`src/rtl/apb_pkg.sv`:
```
`default_nettype none
// ============================================================================
// Module   : apb_pkg
// Purpose  : Shared types and constants for the APB3 requester bridge.
//            Holds the FSM state encoding, the latched command record and
//            the word-alignment constant.
// Revision : 1.0 - initial release
// ============================================================================
package apb_pkg;

   // Native bus widths of the bridge; the command record is sized from these,
   // so apb_master must be built with matching ADDR_WIDTH/DATA_WIDTH.
   localparam int APB_ADDR_W = 32;
   localparam int APB_DATA_W = 32;

   // Low address bits of a word-aligned access.
   localparam logic [1:0] APB_ALIGN_OK = 2'b00;

   typedef enum logic [1:0] {
      IDLE   = 2'd0,
      SETUP  = 2'd1,
      ACCESS = 2'd2,
      RESP   = 2'd3
   } apb_state_e;

   typedef struct packed {
      logic                  write;
      logic [APB_ADDR_W-1:0] addr;
      logic [APB_DATA_W-1:0] wdata;
   } apb_cmd_t;

endpackage : apb_pkg
`default_nettype wire

```
`src/rtl/apb_timeout_cnt.sv`:
```
`default_nettype none
// ============================================================================
// Module   : apb_timeout_cnt
// Purpose  : Counts ACCESS wait cycles and flags the last permitted one.
//            o_expired is high during the wait cycle that brings the count
//            to TIMEOUT_CYCLES, so the requester can abort on that edge.
//            Only instantiated when APB_TIMEOUT_EN is defined.
// Revision : 1.0 - initial release
// ============================================================================
module apb_timeout_cnt #(
   parameter int TIMEOUT_CYCLES = 16
) (
   input  logic clk,
   input  logic rst,
   input  logic i_clear,
   input  logic i_enable,
   output logic o_expired
);

   localparam int              CW     = $clog2(TIMEOUT_CYCLES + 1);
   localparam logic [CW-1:0]   C_LAST = CW'(TIMEOUT_CYCLES - 1);
   localparam logic [CW-1:0]   C_ONE  = CW'(1);

   logic [CW-1:0] r_count;

   // Wait-cycle counter: cleared before each ACCESS, advances on every stalled cycle.
   always_ff @(posedge clk) begin
      if (rst || i_clear) begin
         r_count <= '0;
      end else if (i_enable && !o_expired) begin
         r_count <= r_count + C_ONE;
      end
   end

   assign o_expired = i_enable && (r_count == C_LAST);

endmodule : apb_timeout_cnt
`default_nettype wire

```
`src/rtl/apb_master.sv`:
```
`default_nettype none
// ============================================================================
// Module   : apb_master
// Purpose  : APB3 requester bridge. Takes single read/write commands on a
//            valid/ready port, runs the SETUP/ACCESS phases, and returns
//            read data and error status on a held response port.
//            Optional macro APB_TIMEOUT_EN aborts an ACCESS phase after
//            TIMEOUT_CYCLES stalled cycles.
// Revision : 1.0 - initial release
// ============================================================================
module apb_master
   import apb_pkg::*;
#(
   parameter int ADDR_WIDTH     = APB_ADDR_W,
   parameter int DATA_WIDTH     = APB_DATA_W,
   parameter int TIMEOUT_CYCLES = 16
) (
   input  logic                  pclk,
   input  logic                  preset,
   input  logic                  cmd_valid,
   output logic                  cmd_ready,
   input  logic                  cmd_write,
   input  logic [ADDR_WIDTH-1:0] cmd_addr,
   input  logic [DATA_WIDTH-1:0] cmd_wdata,
   output logic                  rsp_valid,
   input  logic                  rsp_ready,
   output logic [DATA_WIDTH-1:0] rsp_rdata,
   output logic                  rsp_err,
   output logic                  psel,
   output logic                  penable,
   output logic                  pwrite,
   output logic [ADDR_WIDTH-1:0] paddr,
   output logic [DATA_WIDTH-1:0] pwdata,
   input  logic [DATA_WIDTH-1:0] prdata,
   input  logic                  pready,
   input  logic                  pslverr
);

   apb_state_e            r_state;
   apb_cmd_t              r_cmd;
   logic                  r_psel;
   logic                  r_penable;
   logic                  r_rsp_valid;
   logic [DATA_WIDTH-1:0] r_rsp_rdata;
   logic                  r_rsp_err;
   logic                  w_expired;

`ifdef APB_TIMEOUT_EN
   apb_timeout_cnt #(
      .TIMEOUT_CYCLES (TIMEOUT_CYCLES)
   ) u_timeout (
      .clk       (pclk),
      .rst       (preset),
      .i_clear   (r_state == SETUP),
      .i_enable  ((r_state == ACCESS) && !pready),
      .o_expired (w_expired)
   );
`else
   // ACCESS waits for pready indefinitely; the limit parameter has no role.
   logic w_unused_timeout;
   assign w_unused_timeout = (TIMEOUT_CYCLES > 0);
   assign w_expired        = 1'b0;
`endif

   // Transfer sequencer: all bus and response outputs are registered here.
   always_ff @(posedge pclk) begin
      if (preset) begin
         r_state     <= IDLE;
         r_cmd       <= '0;
         r_psel      <= 1'b0;
         r_penable   <= 1'b0;
         r_rsp_valid <= 1'b0;
         r_rsp_rdata <= '0;
         r_rsp_err   <= 1'b0;
      end else begin
         case (r_state)
            IDLE: begin
               if (cmd_valid) begin
                  r_cmd <= '{write: cmd_write, addr: cmd_addr, wdata: cmd_wdata};
                  if (cmd_addr[1:0] != APB_ALIGN_OK) begin
                     // Misaligned: answer with an error without touching the bus.
                     r_rsp_valid <= 1'b1;
                     r_rsp_err   <= 1'b1;
                     r_rsp_rdata <= '0;
                     r_state     <= RESP;
                  end else begin
                     r_psel  <= 1'b1;
                     r_state <= SETUP;
                  end
               end
            end
            SETUP: begin
               r_penable <= 1'b1;
               r_state   <= ACCESS;
            end
            ACCESS: begin
               if (pready) begin
                  r_rsp_rdata <= r_cmd.write ? '0 : prdata;
                  r_rsp_err   <= pslverr;
                  r_rsp_valid <= 1'b1;
                  r_psel      <= 1'b0;
                  r_penable   <= 1'b0;
                  r_state     <= RESP;
               end else if (w_expired) begin
                  r_rsp_rdata <= '0;
                  r_rsp_err   <= 1'b1;
                  r_rsp_valid <= 1'b1;
                  r_psel      <= 1'b0;
                  r_penable   <= 1'b0;
                  r_state     <= RESP;
               end
            end
            RESP: begin
               if (rsp_ready) begin
                  r_rsp_valid <= 1'b0;
                  r_state     <= IDLE;
               end
            end
            default: begin
               r_state <= IDLE;
            end
         endcase
      end
   end

   assign cmd_ready = (r_state == IDLE);
   assign psel      = r_psel;
   assign penable   = r_penable;
   assign pwrite    = r_cmd.write;
   assign paddr     = r_cmd.addr;
   assign pwdata    = r_cmd.wdata;
   assign rsp_valid = r_rsp_valid;
   assign rsp_rdata = r_rsp_rdata;
   assign rsp_err   = r_rsp_err;

endmodule : apb_master
`default_nettype wire

```
`config.mk`:
```
export PLATFORM = sky130hd
export DESIGN_NAME = apb_master
export DESIGN_NICKNAME = d
export VERILOG_FILES = /design/src/rtl/apb_pkg.sv /design/src/rtl/apb_timeout_cnt.sv /design/src/rtl/apb_master.sv
export SDC_FILE = /design/constraint.sdc
export NUM_CORES = 1
export LEC_CHECK = 0
export ABC_AREA = 1
export CORE_MARGIN = 2
export CORE_UTILIZATION = 44
export CTS_BUF_LIST = sky130_fd_sc_hd__clkbuf_8
export DETAILED_ROUTE_END_ITERATION = 16
export PLACE_DENSITY = 0.87
export SKIP_LAST_GASP = 1
export SLEW_MARGIN = 20
export SYNTH_ARGS = -nofsm -noshare
export SYNTH_HDL_FRONTEND = slang
export SYNTH_SLANG_ARGS = --single-unit
```
`constraint.sdc`:
```
create_clock -name pclk -period 4.4 [get_ports pclk]
set_input_delay 1.32 -clock pclk [delete_from_list [all_inputs] [get_ports pclk]]
set_output_delay 1.32 -clock pclk [all_outputs]
set_load 0.02 [all_outputs]
```
==> flow_metrics.py <==
metrics = {
    "synthesis": {
        "synth_compound_area_share_pct": 10.4,
        "async_flop_share_pct": 0,
        "synth_top_family_by_area": "simple AND/OR/NAND/NOR gates",
        "postSynthAreaPerCell_um2": 7.26,
        "muxShareOfSynthArea_pct": 0,
        "yosys.area_share.simple_pct": 30.8,
        "synth-xor-area-share_pct": 0,
        "synthesis.area_um2": 4030,
        "synth_top_cell_by_area": "dfxtp_1",
        "synth_seq_cells": 103,
        "syn_nets": 663,
        "synth_ff_type": "dfxtp_1",
        "ys_warn_count": 0,
        "synth_area_leaders": "dfxtp_1 51%, nor2_1 20%, nand2_1 8.7%",
        "synth_top_area_share_pct": 51.2,
        "yosysSeqAreaShare_pct": 51.2,
        "synth_fa_ha_area_share_pct": 1.55,
        "synth.distinct_cells": 22,
        "synth_edf_count": 0,
        "syn_inst": 555,
    },
    "worst_hold_path": {
        "hold_class": "register to register",
    },
    "finish": {
        "diodes": 0,
        "final_cell_mix": "213 x nor2_1, 204 x clkdlybuf4s50_1, 103 x dfxtp_1",
        "layout-drive-gt1-share_pct": 4.02,
        "nets": 850,
        "final_cell_area_um2": 6290,
        "final_util_pct": 71.4,
        "area_growth_pct": 56.0,
        "fillCellCount": 678,
        "final_common_cell": "nor2_1",
        "stdcell_count": 855,
    },
    "sta": {
        "fin_hold_ws_ns": 0.485,
        "skew_ns": 0.00882,
        "worstMarginPinSlew_ns": 0.617,
        "fin_crit_sh_pct": 70.5,
        "slew_viol_final": 0,
        "grt_setup_unrepaired": "false",
        "hold_viol": 0,
        "finalSetupTns_ns": 0,
        "relSlewSlack_pct": 58.9,
        "fmax_ghz": 0.322,
        "post-route-min-period_ns": 3.10,
        "setup_viol": 0,
    },
    "routing": {
        "drt_wl_total_um": 11400,
        "via_per_inst": 4.80,
        "vias": 4100,
        "drt_iter0_markers": 103,
        "wl_per_cell_um": 13.3,
        "drc": 0,
        "antenna_left": 0,
        "dr.pass1.iters": 5,
    },
    "placement": {
        "dp_cells": 839,
        "portBuffers": 204,
        "gp_congestion": 0.853,
        "hpwl_um": 8290,
        "dpl_cell_area_um2": 6060,
    },
    "die": {
        "dieWidth_um": 99.7,
        "core_area_um2": 8810,
        "die_area_um2": 9940,
        "initial_core_util_pct": 45.8,
        "chipHeight_um": 99.7,
        "ios": 205,
        "num_rows": 34,
    },
    "pwr": {
        "switchingPower_mw": 1.85,
        "clkPwrFrac_pct": 14.6,
        "power.leakage_nw": 2.60,
        "p_comb_share_pct": 52.5,
        "power_density_nw_per_um2": 711,
        "irDropWorstVdd_v": 0.000292,
        "pwr-share-seq_pct": 33.0,
        "p_int_mw": 2.62,
        "netSwitchingFraction_pct": 41.3,
    },
    "setup_path": {
        "critPathMaxFanout": 6,
        "rr_startpoint": "r_state[0]",
        "worstPathRequired_ns": 3.08,
        "ff2ff_path_depth": 8,
        "start_kind": "register",
        "cp-end-kind": "output pin",
        "rr_endpoint": "rsp_rdata[20]",
        "crit_path_end": "cmd_ready",
        "cp-startpoint": "r_state[0]",
        "slowest_delay_ns": 0.66,
        "worstPathCellList": "inv_1 -> ha_1 -> clkdlybuf4s50_1",
        "ff2ff_setup_slack_ns": 2.40,
        "worstPathArrival_ns": 1.78,
        "path_class": "register to output pin",
        "slowest_stage": "clkdlybuf4s50_1",
    },
    "run": {
        "cap_viol_max_count": 0,
    },
    "cts": {
        "clock_latency_ns": 0.35,
        "cts_max_level": 3,
        "hold_buffers": 0,
        "clock_sinks": 103,
        "cts.path.max_buffers": 2,
        "numCtsBuffers": 9,
        "clk_pin_slew_worst_paths_ns": 0.09,
        "cts_tree": "built",
        "post-cts-setup-buffer-count": 0,
        "post_cts_resized": 0,
        "root_buffer": "clkbuf_8",
    },
    "global_routing": {
        "first_global_vias": 3942,
        "grt_antenna_before_repair": 0,
        "grt_max_degree": 66,
        "gr-total-overflow": 0,
        "grt_pass1_wl_um": 18200,
        "grtUsageTotal_pct": 22.6,
    },
    "status": {
        "status": "finished clean",
    },
}
[power by group through the flow]
stage / Combinational [mW] / Sequential (mW) / Clock, mW
2_1_floorplan: 1.03 / 1.89 / 0
3_3_place_gp: 2.28 / 1.48 / 0
3_5_place_dp: 2.34 / 1.50 / 0
4_1_cts: 2.35 / 1.47 / 0.666
5_1_grt: 2.56 / 1.52 / 0.705
6_report: 2.34 / 1.47 / 0.651
[sequential cells by signal (all words and copies together), names as in the netlist]
| register | count |
|---|---|
| r_state | 2 |
| rsp_err | 1 |
| pwrite | 1 |
| rsp_rdata | 32 |
| psel | 1 |
| penable | 1 |
| paddr | 32 |
| rsp_valid | 1 |
| pwdata | 32 |
[Yosys cell counts (2+ instances only)]
| cell | number |
|---|---|
| a21oi_1 | 3 |
| inv_2 | 2 |
| buf_1 | 3 |
| nand3_1 | 3 |
| nor2_4 | 2 |
| o21bai_1 | 6 |
| o21ai_1 | 9 |
| buf_2 | 9 |
| buf_6 | 5 |
| o21ai_0 | 61 |
| dfxtp_1 | 103 |
| ha_1 | 5 |
| nand2_1 | 93 |
| nor2_1 | 213 |
| nand2_4 | 2 |
| inv_1 | 17 |
| clkbuf_1 | 13 |
| buf_4 | 2 |
[through the flow]
step / power, mW / worst slack (ns)
finish: 4.47 / 1.30
global route: 4.78 / 1.22
CTS: 4.49 / 1.28
detailed placement: 3.84 / 1.39
global placement: 3.76 / 1.46
floorplan: 2.92 / 2.27
[final cells by class]
class,instances,area [um^2],share of cell area (%)
clock buffer,10,138,2.19
tap,108,135,2.15
clock inverter,6,85.1,1.35
multi-input combinational,401,1720,27.4
inverter,19,71.3,1.13
timing repair buffer,208,2070,33.0
sequential,103,2060,32.8
[cell families after synthesis]
group	Yosys count
adder cells (fa/ha/maj)	5
flip-flops	103
buffers and inverters	51
AO/OA/AOI/OAI	80
AND/OR/NAND/NOR	316
[worst min-delay path by stage]
stage | start | end | slack (ns) | depth (start not counted)
detailed placement | rsp_rdata[4] | rsp_rdata[4] | 0.47 | 2
global placement | paddr[30] | paddr[30] | 0.46 | 2
floorplan | r_state[1] | r_state[1] | 0.53 | 2
global route | pwdata[17] | pwdata[17] | 0.51 | 2
CTS | paddr[26] | paddr[26] | 0.49 | 2
finish | paddr[26] | paddr[26] | 0.49 | 2
[per-layer routing]
metal,vias up,global-route usage (%),wire (um)
met5,-,0,0
met4,0,8.32,229
met1,1824,26.0,4500
li1,2085,-,-
met2,172,38.1,5420
met3,19,9.00,1220
[critical path: cells and delay by family (launching register included)]
family	cells	cell delay, ns
flip-flops	1	0.36
buffers and inverters	2	0.78
adder cells (fa/ha/maj)	1	0.30
Power figures use the tool's default switching activity.
